$ cat config.mk
export PLATFORM = sky130hd
export DESIGN_NAME = coso_bit_harvester
export DESIGN_NICKNAME = d
export VERILOG_FILES = /design/src/rtl/coso_pkg.sv /design/src/rtl/coso_rct.sv /design/src/rtl/coso_bit_harvester.sv
export SDC_FILE = /design/constraint.sdc
export NUM_CORES = 1
export LEC_CHECK = 0
export CAP_MARGIN = 25
export CORE_ASPECT_RATIO = 1.25
export CORE_UTILIZATION = 48
export DETAILED_ROUTE_END_ITERATION = 8
export PLACE_DENSITY = 0.75
export SLEW_MARGIN = 40
export SYNTH_ARGS = -nofsm -noshare
export SYNTH_HDL_FRONTEND = slang
export SYNTH_SLANG_ARGS = --single-unit
$ cat constraint.sdc
create_clock -name clk -period 2.6 [get_ports clk]
set_clock_uncertainty 0.1 [all_clocks]
set_input_delay 0.39 -clock clk [delete_from_list [all_inputs] [get_ports clk]]
set_output_delay 0.39 -clock clk [all_outputs]
set_load 0.02 [all_outputs]
$ cat src/rtl/coso_pkg.sv
// Shared types and default parameters for the coherent-sampler bit harvester.
package coso_pkg;

  typedef enum logic [1:0] {
    ST_IDLE    = 2'd0,
    ST_DISCARD = 2'd1,
    ST_COLLECT = 2'd2,
    ST_FAIL    = 2'd3
  } coso_state_e;

  localparam int unsigned CS_CNT_LENGTH_DEF = 16;
  localparam int unsigned WORD_WIDTH_DEF    = 32;
  localparam int unsigned NB_DISCARD_DEF    = 4;
  localparam int unsigned RCT_CUTOFF_DEF    = 8;

endpackage

$ cat src/rtl/coso_rct.sv
// Repetition-count health test: tracks the run length of identical raw bits
// and flags a failure when the run reaches the cutoff.
module coso_rct
  import coso_pkg::*;
#(
  parameter int unsigned RCTCutoff = RCT_CUTOFF_DEF
) (
  input  logic clk,
  input  logic rstn,
  input  logic bit_i,
  input  logic valid_i,
  input  logic clear_i,
  output logic fail_o
);

  localparam logic [7:0] CUT = 8'(RCTCutoff);

  logic [7:0] run_q, run_d;
  logic       last_q, last_d;

  // Next run length: restart on a new value (or first bit), count repeats, saturate.
  always_comb begin
    run_d  = run_q;
    last_d = last_q;
    if (clear_i) begin
      run_d  = 8'd0;
      last_d = 1'b0;
    end else if (valid_i) begin
      last_d = bit_i;
      if (run_q == 8'd0 || bit_i != last_q) run_d = 8'd1;
      else if (run_q < CUT)                 run_d = run_q + 8'd1;
    end
  end

  // Failure is reported combinationally so the caller can act on the triggering bit.
  assign fail_o = valid_i && (run_d == CUT);

  // Run-length state register.
  always_ff @(posedge clk or negedge rstn) begin
    if (!rstn) begin
      run_q  <= 8'd0;
      last_q <= 1'b0;
    end else begin
      run_q  <= run_d;
      last_q <= last_d;
    end
  end

endmodule

$ cat src/rtl/coso_bit_harvester.sv
// Harvests raw bits (LSB of the sampler count) into words once the matching
// controller reports a usable lock, with discard warm-up, a repetition-count
// health test and a single-entry output buffer with sticky overflow.
module coso_bit_harvester
  import coso_pkg::*;
#(
  parameter int unsigned CSCntLength = CS_CNT_LENGTH_DEF,
  parameter int unsigned WordWidth   = WORD_WIDTH_DEF,
  parameter int unsigned NBDiscard   = NB_DISCARD_DEF,
  parameter int unsigned RCTCutoff   = RCT_CUTOFF_DEF
) (
  input  logic                   clk,
  input  logic                   rstn,
  input  logic [CSCntLength-1:0] CSCnt,
  input  logic                   CSReq,
  output logic                   CSAck,
  input  logic                   matched,
  input  logic                   locked,
  output logic [WordWidth-1:0]   dataOut,
  output logic                   dataValid,
  input  logic                   dataReady,
  input  logic                   clrFail,
  output logic                   healthFail,
  output logic                   overflow
);

  localparam int unsigned BW = (WordWidth > 1) ? $clog2(WordWidth) : 1;
  localparam int unsigned DW = (NBDiscard > 1) ? $clog2(NBDiscard) : 1;
  localparam logic [BW-1:0] BLAST = BW'(WordWidth - 1);
  localparam logic [DW-1:0] DLAST = DW'((NBDiscard == 0) ? 0 : NBDiscard - 1);

  coso_state_e          state_q, state_d;
  logic                 ack_q, ack_d;
  logic [WordWidth-1:0] shift_q, shift_d;
  logic [BW-1:0]        bcnt_q, bcnt_d;
  logic [DW-1:0]        dcnt_q, dcnt_d;
  logic [WordWidth-1:0] dout_q, dout_d;
  logic                 dvld_q, dvld_d;
  logic                 hfail_q, hfail_d;
  logic                 ovf_q, ovf_d;

  logic accept, raw, link_ok, pop, rct_valid, rct_clear, rct_fail;
  logic [WordWidth-1:0] word_next;
  logic unused_cscnt;

  assign accept    = CSReq & ~ack_q;
  assign raw       = CSCnt[0];
  assign link_ok   = matched & ~locked;
  assign pop       = dvld_q & dataReady;
  assign word_next = {shift_q[WordWidth-2:0], raw};
  assign rct_valid = accept & link_ok & (state_q == ST_COLLECT);
  // Run length restarts on clrFail and whenever the link is lost mid-collection.
  assign rct_clear = ((state_q == ST_FAIL) & clrFail) |
                     (((state_q == ST_DISCARD) | (state_q == ST_COLLECT)) & ~link_ok);
  assign unused_cscnt = ^CSCnt[CSCntLength-1:1];

  coso_rct #(.RCTCutoff(RCTCutoff)) u_rct (
    .clk     (clk),
    .rstn    (rstn),
    .bit_i   (raw),
    .valid_i (rct_valid),
    .clear_i (rct_clear),
    .fail_o  (rct_fail)
  );

  // Next-state, handshake, shift register and output buffer.
  always_comb begin
    state_d = state_q;
    ack_d   = accept;
    shift_d = shift_q;
    bcnt_d  = bcnt_q;
    dcnt_d  = dcnt_q;
    dout_d  = dout_q;
    dvld_d  = dvld_q & ~pop;
    hfail_d = hfail_q;
    ovf_d   = ovf_q;
    case (state_q)
      ST_IDLE: begin
        if (link_ok) begin
          dcnt_d  = '0;
          state_d = (NBDiscard == 0) ? ST_COLLECT : ST_DISCARD;
        end
      end
      ST_DISCARD: begin
        if (!link_ok) begin
          state_d = ST_IDLE;
          shift_d = '0;
          bcnt_d  = '0;
          dcnt_d  = '0;
        end else if (accept) begin
          if (dcnt_q == DLAST) begin
            dcnt_d  = '0;
            state_d = ST_COLLECT;
          end else begin
            dcnt_d = dcnt_q + DW'(1);
          end
        end
      end
      ST_COLLECT: begin
        if (!link_ok) begin
          state_d = ST_IDLE;
          shift_d = '0;
          bcnt_d  = '0;
        end else if (accept) begin
          if (rct_fail) begin
            // The triggering bit never reaches the word.
            state_d = ST_FAIL;
            hfail_d = 1'b1;
            shift_d = '0;
            bcnt_d  = '0;
          end else begin
            shift_d = word_next;
            if (bcnt_q == BLAST) begin
              bcnt_d = '0;
              if (!dvld_q || pop) begin
                dout_d = word_next;
                dvld_d = 1'b1;
              end else begin
                ovf_d = 1'b1;
              end
            end else begin
              bcnt_d = bcnt_q + BW'(1);
            end
          end
        end
      end
      ST_FAIL: begin
        if (clrFail) begin
          state_d = ST_IDLE;
          hfail_d = 1'b0;
          shift_d = '0;
          bcnt_d  = '0;
        end
      end
      default: state_d = ST_IDLE;
    endcase
  end

  // State and datapath registers.
  always_ff @(posedge clk or negedge rstn) begin
    if (!rstn) begin
      state_q <= ST_IDLE;
      ack_q   <= 1'b0;
      shift_q <= '0;
      bcnt_q  <= '0;
      dcnt_q  <= '0;
      dout_q  <= '0;
      dvld_q  <= 1'b0;
      hfail_q <= 1'b0;
      ovf_q   <= 1'b0;
    end else begin
      state_q <= state_d;
      ack_q   <= ack_d;
      shift_q <= shift_d;
      bcnt_q  <= bcnt_d;
      dcnt_q  <= dcnt_d;
      dout_q  <= dout_d;
      dvld_q  <= dvld_d;
      hfail_q <= hfail_d;
      ovf_q   <= ovf_d;
    end
  end

  assign CSAck      = ack_q;
  assign dataOut    = dout_q;
  assign dataValid  = dvld_q;
  assign healthFail = hfail_q;
  assign overflow   = ovf_q;

endmodule

==> results by group <==
CTS
  – Largest buffer count on any clock path: 2
  – CTS tree: yes
  – Clock insertion delay at the later pin of the skew report: 0.34 ns
  – Clock-pin transition on the worst setup and hold timing paths: 0.09 ns
  – CTS sink count: 85
  – Root buffer cell: sky130_fd_sc_hd__clkbuf_8
  – Number of H-tree levels: 3
  – Number of buffers created by CTS: 9

Synth
  – Portion of netlist area occupied by mux cells: 13.15%
  – Cell count after synthesis: 332
  – Post-synthesis async set-or-reset flop share: 100.0%
  – Simple-gate share of the synthesized area: 13.64%
  – Post-synthesis register bit count: 85
  – Combinational family with the most area after synthesis: simple AND/OR/NAND/NOR gates
  – Yosys warns: 0
  – Cell Area, Synth: 0.003825 mm²
  – Number of distinct library cells after synthesis: 44
  – Adder and majority cell fraction of the synthesized area: 3.271%
  – Average size of a mapped cell: 11.52 µm²
  – Compound-Gate Fraction of Synth Area: 9.715%
  – Synthesized-area fraction occupied by xor and xnor cells: 0.4580%
  – Fraction of the yosys area taken by sequential cells: 55.61%
  – Number of nets produced by synthesis: 365
  – Post-synth EDFFs: 0
  – Main flop type after synthesis: sky130_fd_sc_hd__dfrtp_1

Final layout
  – Fill cell count: 604
  – Register Area: 0.002127 mm²
  – Final Net Count: 437
  – Leading cell types in the layout, fill and taps excluded: sky130_fd_sc_hd__dfrtp_1 (85), sky130_fd_sc_hd__nand2_1 (77), sky130_fd_sc_hd__clkdlybuf4s50_1 (42)
  – Antenna Diode Count: 0
  – Area of the multi-input gates: 0.001573 mm²
  – Most frequent standard cell in the layout excluding fill and tap cells: sky130_fd_sc_hd__dfrtp_1
  – Fraction of final layout cells with drive strength greater than 1: 22.49%
  – Final cell count without fillers: 504
  – Area added between synthesis and finish: 26.17%

Floorplanning
  – Placeable core region: 0.007747 mm²
  – Die width: 81.84 µm
  – DIE AREA: 0.008332 mm²
  – I/O pin cnt: 59
  – Core Rows: 36
  – Y dimension of the die: 101.8 µm
  – Initial core utilization: 49.37%

Global routing
  – Combined global-route utilization of all metal layers: 19.38%
  – Wire length of the first global-routing pass: 12270 µm
  – Number of antenna violations at the first check in global routing: 0
  – Maximum number of pins on one net before global-route repair: 54
  – Congestion Overflow GR: 0
  – Via count of the first global-routing pass: 2706

Critical path
  – Path type of the worst setup path: reg -> reg
  – Critical register-to-register path endpoint: dataOut[12]$_DFFE_PN0P_
  – Minimum setup slack among reg-to-reg paths: -0.03 ns
  – Worst setup path start: u_rct.run_q[7]$_DFF_PN0_
  – Endpoint class of the critical path: register
  – Data arrival at the endpoint of the critical path: 2.76 ns
  – Required time of the worst setup path: 2.73 ns
  – Depth of the worst register-to-register path: 7
  – Worst flop-to-flop path startpoint: u_rct.run_q[7]$_DFF_PN0_
  – Worst Path Max Fanout: 10
  – End of the critical path: dataOut[12]$_DFFE_PN0P_
  – Crit path launch type: register

Routing
  – Number of design rule violations left after detail routing: 0
  – First-pass iteration count of the detailed router: 4
  – Remaining number of nets flagged by the antenna check after routing: 0
  – Number of DRC markers after the initial detailed-route iteration: 112
  – Total number of vias: 2682
  – WL per Instance: 15.00 µm
  – Aggregate routed wire length: 7561 µm
  – Vias per inst: 5.321

Flow run
  – Max capacitance violation total: 0

Outcome
  – Run status: complete, but fails checks
  – Violations in the final reports: setup timing

Timing
  – Fmax: 380.8 MHz
  – Final Critical Period: 2.626 ns
  – Number of failing hold endpoints at the final stage: 0
  – Portion of the clock cycle consumed by the worst path in the final layout: 101.0%
  – Worst slew margin relative to its limit: 68.25%
  – Final max-slew violation count: 0
  – Setup repair after global routing missed its margin: true
  – Slew at the pin closest to its max-slew limit: 0.4720 ns
  – Final Setup Violations: 19
  – Crit path setup slack, layout: -0.02586 ns

Placed design
  – Post-DP HPWL: 5045 µm
  – Worst-case setup slack after placement: -0.1966 ns
  – Number of buffer cells added on primary ports: 43
  – Final weighted congestion of routability-driven global placement: 0.8082
  – Placed insts: 480

Power and ir drop
  – P per Cell Area: 612.6 mW/mm²
  – Overall power: 2.956 mW
  – Largest vdd supply drop: 454.0 µV
  – Leakage power total: 2.172 nW

Hold path
  – Kind of path behind the tightest hold check: reg -> reg
==> where the power goes <==
| group | internal [mW] | total, mW | switching, mW | leakage (nW) |
|---|---|---|---|---|
| clock network | 0.360 | 0.857 | 0.497 | 0.0881 |
| logic | 0.264 | 0.736 | 0.472 | 0.900 |
| registers | 1.34 | 1.36 | 0.0185 | 1.18 |
| total | 1.97 | 2.96 | 0.988 | 2.17 |
==> layer usage <==
metal | GRT usage (%) | part of all wire, % | vias to the layer above
met2 | 33.95 | 54 | 74
met1 | 23.06 | 42 | 1322
met5 | 0 | 0 | -
li1 | - | - | 1278
met3 | 3.964 | 3.1 | 8
met4 | 7.287 | 1.1 | 0
==> worst min-delay path by stage <==
| stage | startpoint | endpoint | slack, ns | cells after the start |
|---|---|---|---|---|
| after floorplan | rstn | CSAck$_DFF_PN0_ | -0.006 | 0 |
| after global placement | rstn | dataOut[17]$_DFFE_PN0P_ | 0.27 | 1 |
| after detailed placement | rstn | dataOut[17]$_DFFE_PN0P_ | 0.27 | 1 |
| after CTS | overflow$_DFFE_PN0P_ | overflow$_DFFE_PN0P_ | 0.40 | 1 |
| after global routing | dataOut[27]$_DFFE_PN0P_ | dataOut[27]$_DFFE_PN0P_ | 0.43 | 1 |
| final | overflow$_DFFE_PN0P_ | overflow$_DFFE_PN0P_ | 0.39 | 1 |
==> cells in the mapped netlist (2+ instances only) <==
library cell / n / area share, %
sky130_fd_sc_hd__dfrtp_1: 85 / 56
sky130_fd_sc_hd__ha_1: 10 / 3.3
sky130_fd_sc_hd__and2_1: 6 / 0.98
sky130_fd_sc_hd__o22ai_1: 2 / 0.33
sky130_fd_sc_hd__o21ai_0: 38 / 5.0
sky130_fd_sc_hd__inv_1: 12 / 1.2
sky130_fd_sc_hd__buf_12: 3 / 1.6
sky130_fd_sc_hd__nor3_1: 5 / 0.65
sky130_fd_sc_hd__nand3_1: 4 / 0.52
sky130_fd_sc_hd__clkbuf_1: 10 / 0.98
sky130_fd_sc_hd__mux2_4: 30 / 12
sky130_fd_sc_hd__nor2b_1: 2 / 0.33
sky130_fd_sc_hd__nor2_1: 7 / 0.69
sky130_fd_sc_hd__nand2_1: 78 / 7.7
sky130_fd_sc_hd__nor4_1: 2 / 0.33
sky130_fd_sc_hd__mux2i_1: 3 / 0.79
sky130_fd_sc_hd__mux2_2: 2 / 0.59
sky130_fd_sc_hd__a21oi_1: 5 / 0.65
sky130_fd_sc_hd__nand2b_1: 3 / 0.49
==> metrics by stage <==
stage | hold WS [ns] | utilization, % | area, µm² | TNS (ns)
floorplan | -0.005591 | - | 3839 | -1.154
global placement | 0.2652 | 58.27 | 4514 | -5.026
detailed placement | 0.2723 | 58.27 | 4514 | -7.829
CTS | 0.3998 | 60.74 | 4706 | 0
global route | 0.4274 | 62.29 | 4826 | -2.627
finish | 0.3940 | 62.29 | 4826 | -0.2594
==> state kept, by name, indices dropped and copies added, names as in the netlist <==
register / cells
dataOut: 32
shift_q: 31
u_rct.run_q: 8
bcnt_q: 5
dcnt_q: 2
state_q: 2
CSAck: 1
dataValid: 1
healthFail: 1
overflow: 1
u_rct.last_q: 1
==> cell families (layout without fill, tap and decap cells) <==
family,count (synthesis),in the layout
adder cells (fa/ha/maj),10,10
XOR/XNOR,2,2
AO/OA/AOI/OAI,58,58
buffers and inverters,27,104
flip-flops,85,85
AND/OR/NAND/NOR,115,115
multiplexers,35,35
==> worst max-delay path: stages (launching register included) <==
cell and delay, ns:
sky130_fd_sc_hd__dfrtp_1 0.40, sky130_fd_sc_hd__or4_4 0.57, sky130_fd_sc_hd__nor4_4 0.36, sky130_fd_sc_hd__a221oi_4 0.12
sky130_fd_sc_hd__o2111ai_4 0.12, sky130_fd_sc_hd__and4_4 0.34, sky130_fd_sc_hd__clkbuf_16 0.20, sky130_fd_sc_hd__mux2_4 0.29
==> layout make-up <==
type | count | share of cell area (%)
inverter | 12 | 0.9334
tap | 95 | 2.463
clock inverter | 7 | 1.193
multi-input combinational | 220 | 32.59
sequential | 85 | 44.08
clock buffer | 9 | 2.567
timing repair buffer | 76 | 16.18
==> what timing repair did <==
action	4_1_cts	5_1_grt
hold buffers	1	0
cloned	0	3
setup endpoints to repair	23	67
gates resized for setup	0	4
pin swaps	1	1
setup buffers	0	4
hold endpoints to repair	32	0
Power figures use the tool's default switching activity.
